**src/rtl/window_tx.sv**
```systemverilog
`default_nettype none
// ============================================================================
// Module      : window_tx
// Description : Raster-to-3x3-window serializer. Accepts a row-major pixel
//               stream, keeps the pixels needed to form a 3x3 neighbourhood,
//               and for every complete window sends its nine pixels, one per
//               cycle, to a downstream median filter. It then waits for that
//               filter's result strobe before accepting the next pixel.
//
// Ports       : CLK    in   clock, rising edge
//               RST    in   asynchronous active-high reset
//               PI     in   [WIDTH]  incoming raster pixel
//               PVALID in   PI valid
//               PREADY out  pixel accepted when PVALID & PREADY
//               DO     out  [WIDTH]  serialized window pixel (0 when DSO=0)
//               DSO    out  window data strobe
//               ACK    in   result strobe from the median filter
//               LAST   out  high with DSO for the final window of a frame
//
// Revision    : 1.0 - initial release
// ============================================================================
module window_tx #(
  parameter int WIDTH = 8,
  parameter int IMG_W = 8,  // 3..255
  parameter int IMG_H = 8   // 3..255
) (
  input  logic             CLK,
  input  logic             RST,
  input  logic [WIDTH-1:0] PI,
  input  logic             PVALID,
  output logic             PREADY,
  output logic [WIDTH-1:0] DO,
  output logic             DSO,
  input  logic             ACK,
  output logic             LAST
);

  // The pixel being accepted arrives on PI, so the store only needs the
  // 2*IMG_W+2 older pixels to span the full 2*IMG_W+3 window footprint.
  localparam int         c_DEPTH    = 2 * IMG_W + 2;
  localparam logic [7:0] c_COL_LAST = 8'(IMG_W - 1);
  localparam logic [7:0] c_ROW_LAST = 8'(IMG_H - 1);

  typedef enum logic [1:0] {
    S_IDLE = 2'd0,
    S_SEND = 2'd1,
    S_WAIT = 2'd2
  } state_t;

  state_t                          state_q, state_d;
  logic [7:0]                      col_q, col_d;
  logic [7:0]                      row_q, row_d;
  logic [c_DEPTH-1:0][WIDTH-1:0]   store_q, store_d;   // [0] = newest
  logic [8:0][WIDTH-1:0]           sbuf_q, sbuf_d;     // [0] = next to send
  logic [3:0]                      cnt_q, cnt_d;
  logic                            lastwin_q, lastwin_d;
  logic                            dso_q, dso_d;
  logic [WIDTH-1:0]                do_q, do_d;
  logic                            last_q, last_d;

  logic w_accept;
  logic w_win_done;
  logic w_frame_end;

  assign w_accept    = PVALID && (state_q == S_IDLE);
  // Gating purely on position means stale store contents from a previous
  // frame (or reset zeros) can never form a window.
  assign w_win_done  = (row_q >= 8'd2) && (col_q >= 8'd2);
  assign w_frame_end = (row_q == c_ROW_LAST) && (col_q == c_COL_LAST);

  // --------------------------------------------------------------------------
  // State register
  // --------------------------------------------------------------------------
  always_ff @(posedge CLK or posedge RST) begin
    if (RST) begin
      state_q   <= S_IDLE;
      col_q     <= '0;
      row_q     <= '0;
      store_q   <= '0;
      sbuf_q    <= '0;
      cnt_q     <= '0;
      lastwin_q <= 1'b0;
      dso_q     <= 1'b0;
      do_q      <= '0;
      last_q    <= 1'b0;
    end else begin
      state_q   <= state_d;
      col_q     <= col_d;
      row_q     <= row_d;
      store_q   <= store_d;
      sbuf_q    <= sbuf_d;
      cnt_q     <= cnt_d;
      lastwin_q <= lastwin_d;
      dso_q     <= dso_d;
      do_q      <= do_d;
      last_q    <= last_d;
    end
  end

  // --------------------------------------------------------------------------
  // Next-state and datapath
  // --------------------------------------------------------------------------
  always_comb begin
    state_d   = state_q;
    col_d     = col_q;
    row_d     = row_q;
    store_d   = store_q;
    sbuf_d    = sbuf_q;
    cnt_d     = cnt_q;
    lastwin_d = lastwin_q;
    dso_d     = 1'b0;
    do_d      = '0;
    last_d    = 1'b0;

    unique case (state_q)
      S_IDLE: begin
        if (w_accept) begin
          store_d = {store_q[c_DEPTH-2:0], PI};
          if (col_q == c_COL_LAST) begin
            col_d = '0;
            row_d = (row_q == c_ROW_LAST) ? 8'd0 : row_q + 8'd1;
          end else begin
            col_d = col_q + 8'd1;
          end
          if (w_win_done) begin
            // Element 0 is P(r-2,c-2), element 8 is P(r,c) (the pixel on PI).
            sbuf_d    = {PI,
                         store_q[0],           store_q[1],
                         store_q[IMG_W-1],     store_q[IMG_W],     store_q[IMG_W+1],
                         store_q[2*IMG_W-1],   store_q[2*IMG_W],   store_q[2*IMG_W+1]};
            cnt_d     = '0;
            lastwin_d = w_frame_end;
            state_d   = S_SEND;
          end
        end
      end

      S_SEND: begin
        // Outputs are registered, so the strobe trails the state by one
        // cycle: nine data cycles, then a tenth edge that drops DSO and
        // enters WAIT. ACK is deliberately not looked at here.
        if (cnt_q == 4'd9) begin
          state_d = S_WAIT;
        end else begin
          dso_d  = 1'b1;
          do_d   = sbuf_q[0];
          last_d = lastwin_q;
          sbuf_d = {{WIDTH{1'b0}}, sbuf_q[8:1]};
          cnt_d  = cnt_q + 4'd1;
        end
      end

      S_WAIT: begin
        if (ACK) begin
          state_d = S_IDLE;
        end
      end

      default: begin
        state_d = S_IDLE;
      end
    endcase
  end

  assign PREADY = (state_q == S_IDLE);
  assign DO     = do_q;
  assign DSO    = dso_q;
  assign LAST   = last_q;

endmodule
`default_nettype wire

```
**config.mk**
```make
export PLATFORM = sky130hd
export DESIGN_NAME = window_tx
export DESIGN_NICKNAME = d
export VERILOG_FILES = /design/src/rtl/window_tx.sv
export SDC_FILE = /design/constraint.sdc
export NUM_CORES = 1
export LEC_CHECK = 0
export BUFFER_PORTS_ARGS = -buffer_cell sky130_fd_sc_hd__buf_2
export CORE_MARGIN = 4
export CORE_UTILIZATION = 60
export DETAILED_ROUTE_END_ITERATION = 6
export PLACE_DENSITY = 0.82
export SLEW_MARGIN = 10
export SYNTH_ARGS = -nofsm -noshare
export SYNTH_HDL_FRONTEND = slang
export SYNTH_SLANG_ARGS = --single-unit
```
**constraint.sdc**
```tcl
create_clock -name CLK -period 26.5 [get_ports CLK]
set_input_delay 5.3 -clock CLK [delete_from_list [all_inputs] [get_ports CLK]]
set_output_delay 5.3 -clock CLK [all_outputs]
set_load 0.02 [all_outputs]
```
Word level (Yosys, flattened, before mapping)
Cells that the tools add are included.
- $lt $le $gt $ge: 2
- multiplexer cells: 21
- add/subtract/negate cells: 3
- reduce and logical (&&, ||, !) cells: 10
- eq/ne operators: 10
- operators by type and width (kind ; count):
    2-to-1 mux 72 bit ; 3
    case mux 72 bit (2 select lines) ; 1
    2-to-1 mux 8 bit ; 4
    adder 8 x 1 -> 8 bit, second input constant ; 2
    == test 8 x 3 -> 1 bit, second input constant ; 2
    greater-or-equal comparator 8 x 2 -> 1 bit, second input constant ; 2
    2-to-1 mux 4 bit ; 3
    2-to-1 mux 2 bit ; 4
    case mux 4 bit (2 select lines) ; 1
    AND reduction 4 bit ; 2
    inequality test 2 bit, second input constant ; 3
    case mux 2 bit (3 select lines) ; 1
    AND reduction 3 bit ; 2
    adder 4 x 1 -> 4 bit, second input constant ; 1
    == test 4 bit, second input constant ; 1
    2-to-1 mux 1 bit ; 4
    inequality test 2 x 1 -> 1 bit, second input constant ; 2
    logical AND 1 bit ; 3
    == test 2 x 1 -> 1 bit, second input constant ; 1
    == test 2 bit, second input constant ; 1
    zero test 2 bit ; 1
    AND reduction 2 bit ; 1
    nonzero test 2 bit ; 1
- input port bits: 12
- output and inout port bits: 11
- register bits after elaboration: 249

Longest topological paths before layout
- word-level depth: 5
- mapped depth: 9

Worst setup path before layout
No wires, ideal clock.
- path type: input -> register
- start point: input PVALID
- end point: register row_q[3]
- path buffers: 1
- path slack: 19896 ps
- cell stages on the path: 5
- arrival time: 6477 ps
- path through: or3b_1 -> clkbuf_1 -> nor4_4 -> nand4_1 -> mux2_1
- word-level cells in the longest chain between the ends: 2
- RTL lines (what ; line ; text):
    from (decl) ; 30 ; input logic PVALID,
    logical AND 1 bit ; 65 ; assign w_accept = PVALID && (state_q == S_IDLE);
    AND reduction 3 bit (no line) ; - ;
    to (signal assigned) ; 89 ; row_q <= row_d;
    to (decl) ; 52 ; logic [7:0] row_q, row_d;
Every way passes these cells.
A chain may end at the register's enable or synchronous reset.

Worst setup path in the final report
- start point: input PVALID
- end point: register sbuf_q[8] (netlist bit)
- word-level cells in the longest chain between the ends: 3
- RTL lines (what ; line ; text):
    logical AND 1 bit ; 65 ;
    inequality test 2 x 1 -> 1 bit (no line) ; - ;
    AND reduction 4 bit (no line) ; - ;
    to (signal assigned) ; 91 ; sbuf_q <= sbuf_d;
    to (decl) ; 54 ; logic [8:0][WIDTH-1:0] sbuf_q, sbuf_d;
Every way passes these cells.

==> results by group <==
Timing
  • Slew @ Worst Pin: ~1.2 ns
  • Tcrit/Tclk final: 0.2699
  • Slew Limit Fails: 0
  • Fmax: approximately 140 MHz
  • RSZ-0062 raised after global routing: no
  • Fin. Hold Viols: 0
  • Slack of the critical path: slightly below 20 ns
  • Max Clock Skew: between 0.015 and 0.02 ns
  • Min Tclk post-route: just over 7 ns
  • Max_slew headroom: 0.2189
  • TNS Setup: 0 ns
  • # setup viols final: 0

Detailed routing
  • Vias post-DR: between 7,000 and 8,000
  • DR vias/cell: 5.517
  • Routed WL per cell: 15.16 µm
  • Final wirelength: ~20,000 µm
  • Residual DRC: 0
  • Starting DRT DRC Count: about 570
  • Antenna-violating nets left: 0
  • TritonRoute pass-1 iters: 5

CTS
  • Setup bufs post-CTS: 0
  • Hold_buf cts: 0
  • Clock Root Buffer: clkbuf_16
  • H-tree depth: 1
  • Clk buf depth: 3
  • Clk sinks: 249
  • Post_cts resized: 0
  • CTS tree: done
  • CTS buffer count: 26
  • Clock Latency Late Sink: about 0.52 ns
  • CTS clk-pin slew, worst paths: 0.06 ns

Finish
  • Most common cell after layout, fill and taps aside: nand2_1
  • Post-layout util: 0.6635
  • Most frequent cells in the layout: 450 x nand2_1, 249 x dfrtp_1, 73 x nor2_1, 65 x mux2i_1, 34 x a22oi_1
  • Final #Nets: about 1,100
  • Multi-input logic area: approximately 3900 µm²
  • Syn-to-layout area delta: 9.120%
  • Non-filler cells, final: 1,291
  • # fillers: around 1,300
  • Reg area: around 6200 µm²
  • Inserted Diodes: 0
  • Layout cells sized above 1: 0.1032

Floorplanning
  • Die height: between 100 and 150 µm
  • Starting Density: 0.6081
  • Die X-Extent: roughly 140 µm
  • Core area: between 15,000 and 20,000 µm²
  • Io pins: 23
  • DIE AREA: around 20,000 µm²
  • Site row count: between 40 and 50

Global route
  • Initial antenna violation count: 0
  • Largest net degree at the start of global routing: between 100 and 150
  • GRT Resource Usage Total: 0.2022
  • First-pass GRT wire length: about 34,000 µm
  • Vias in the first global route: approximately 7,100
  • Global route overflow: 0

Pwr
  • Pwr/cell area: 129.2 nW/µm²
  • VDD IR max: 125.1 µV
  • Leakage: 5.942 nW
  • Final Power: 1.478 mW

Placement
  • DP HPWL: about 11,000 µm
  • Dpl ws: 18.70 ns
  • IO Port Bufs: 22
  • Gp weighted congestion: ~0.76
  • Placed Cells incl. Taps: between 1,000 and 1,500

Yosys
  • Mapped Cells: about 1,100
  • Synthesized area: 10,480 µm²
  • Seq/Total Area, Yosys: 0.5945
  • Synth cell types: 42
  • Syn avg cell area: 9.888 µm²
  • Syn Nets: ~1,100
  • Yosys reg bits: about 250
  • Synth warn: 0

Min path
  • Hold crit path type: flop to flop

Setup path
  • CP max stage cell: buf_4
  • Critical Path RT: approximately 27 ns
  • CP bufs+invs: 2
  • CP startpoint kind: primary input
  • Crit path kind: primary input to flop
  • Maximum fanout along the worst path: 70
  • Crit-path leading delay family: compound AO/OA/AOI/OAI gates
  • Critical path, cell by cell: buf_2 -> nor3b_4 -> buf_4 -> o21a_1 -> nand2_4 -> a22oi_1
  • Arrival time at the worst endpoint: about 7.6 ns
  • CP endpoint kind: flop
  • Critical Path Max Stage Delay: 0.62 ns

Flow run
  • Max cap viols: 0

Run status
  • Status: finished, final reports clean
==> cell usage after synthesis, drive strengths merged <==
cell / n / area share
ha: 6 / 0.0072
nor3: 1 / 0.00048
clkbuf: 48 / 0.017
nand3b: 1 / 0.00072
xor2: 5 / 0.0042
nand2: 451 / 0.16
nand2b: 2 / 0.0012
nor2: 73 / 0.026
mux2i: 65 / 0.062
mux2: 2 / 0.0021
a31oi: 1 / 0.00060
a21oi: 2 / 0.00096
nor3b: 1 / 0.0012
o22ai: 1 / 0.00060
or3b: 1 / 0.00084
nor4: 4 / 0.0038
nand3: 10 / 0.0048
o21ai: 12 / 0.0061
nand4: 9 / 0.0054
inv: 5 / 0.0018
o21bai: 1 / 0.00072
nor2b: 1 / 0.00060
and2: 1 / 0.00060
or4: 3 / 0.0029
nand4b: 1 / 0.00084
a22oi: 64 / 0.060
and3: 11 / 0.0066
buf: 20 / 0.016
o21a: 1 / 0.00072
xnor2: 8 / 0.0067
dfrtp: 249 / 0.59
==> per-layer routing <==
| layer | up-vias | GRT usage | wire [µm] |
|---|---|---|---|
| met4 | 0 | 0.03672 | 280 |
| met1 | 3563 | 0.2941 | 8973 |
| li1 | 3411 | - | - |
| met3 | 27 | 0.03073 | 726 |
| met5 | - | 0 | 0 |
| met2 | 122 | 0.3319 | 9597 |
==> state kept, by name, indices dropped and copies added, names as in the netlist, 2 cells and up <==
signal,cells
state_q,2
sbuf_q,72
cnt_q,4
col_q,8
row_q,8
DO,8
store_q,144
==> tightest hold or removal path, cell delays in order (launching register included) <==
cell and delay (ns):
dfrtp_1 0.34, nand2_1 0.05, nand2_1 0.05
==> power by group <==
part	switching, mW	total [mW]	internal, mW	leakage (nW)
sequential	0.0995	0.637	0.537	3.25
combinational	0.296	0.494	0.198	2.28
clock	0.141	0.348	0.206	0.411
total	0.536	1.48	0.941	5.94
==> stage by stage <==
stage,area [µm²],hold slack (ns)
floorplan,10480,0.4386
CTS,11440,0.4649
global route,11440,0.4858
global placement,10610,0.4445
detailed placement,10610,0.4489
finish,11440,0.4654
==> cell families (layout without fill, tap and decap cells) <==
| family | Yosys count | after routing | synth area share |
|---|---|---|---|
| and+or+nand+nor | 570 | 570 | 0.2182 |
| DFF | 249 | 249 | 0.5945 |
| AOI/OAI and AO/OA | 82 | 82 | 0.06983 |
| buffers and inverters | 73 | 79 | 0.03522 |
| muxes | 67 | 67 | 0.06422 |
| xor gates and xnor gates | 13 | 13 | 0.01086 |
| adders and majority gates | 6 | 6 | 0.007162 |
==> worst paths after layout <==
check / startpoint / to / slack, ns / depth (start not counted)
worst min register to register: store_q[21] / store_q[29] / 0.47 / 2
worst max register to register: cnt_q[0] / sbuf_q[1] / 23.65 / 6
worst max-delay path: PVALID / sbuf_q[8] / 19.35 / 6
max in group asynchronous: RST / sbuf_q[20] / 19.36 / 4
worst min-delay path: store_q[21] / store_q[29] / 0.47 / 2
min in group asynchronous: RST / DO[6] / 4.93 / 2
==> cell type report <==
type                    instances  area share
clock buffers                  38     0.06608
clock inverters                 7    0.006236
inverters                       5    0.002297
multi-input cells             738      0.3418
flip-flops and latches        249      0.5448
well taps                     225     0.02461
repair buffers                 29     0.01422
(Power assumes the default switching activity.)
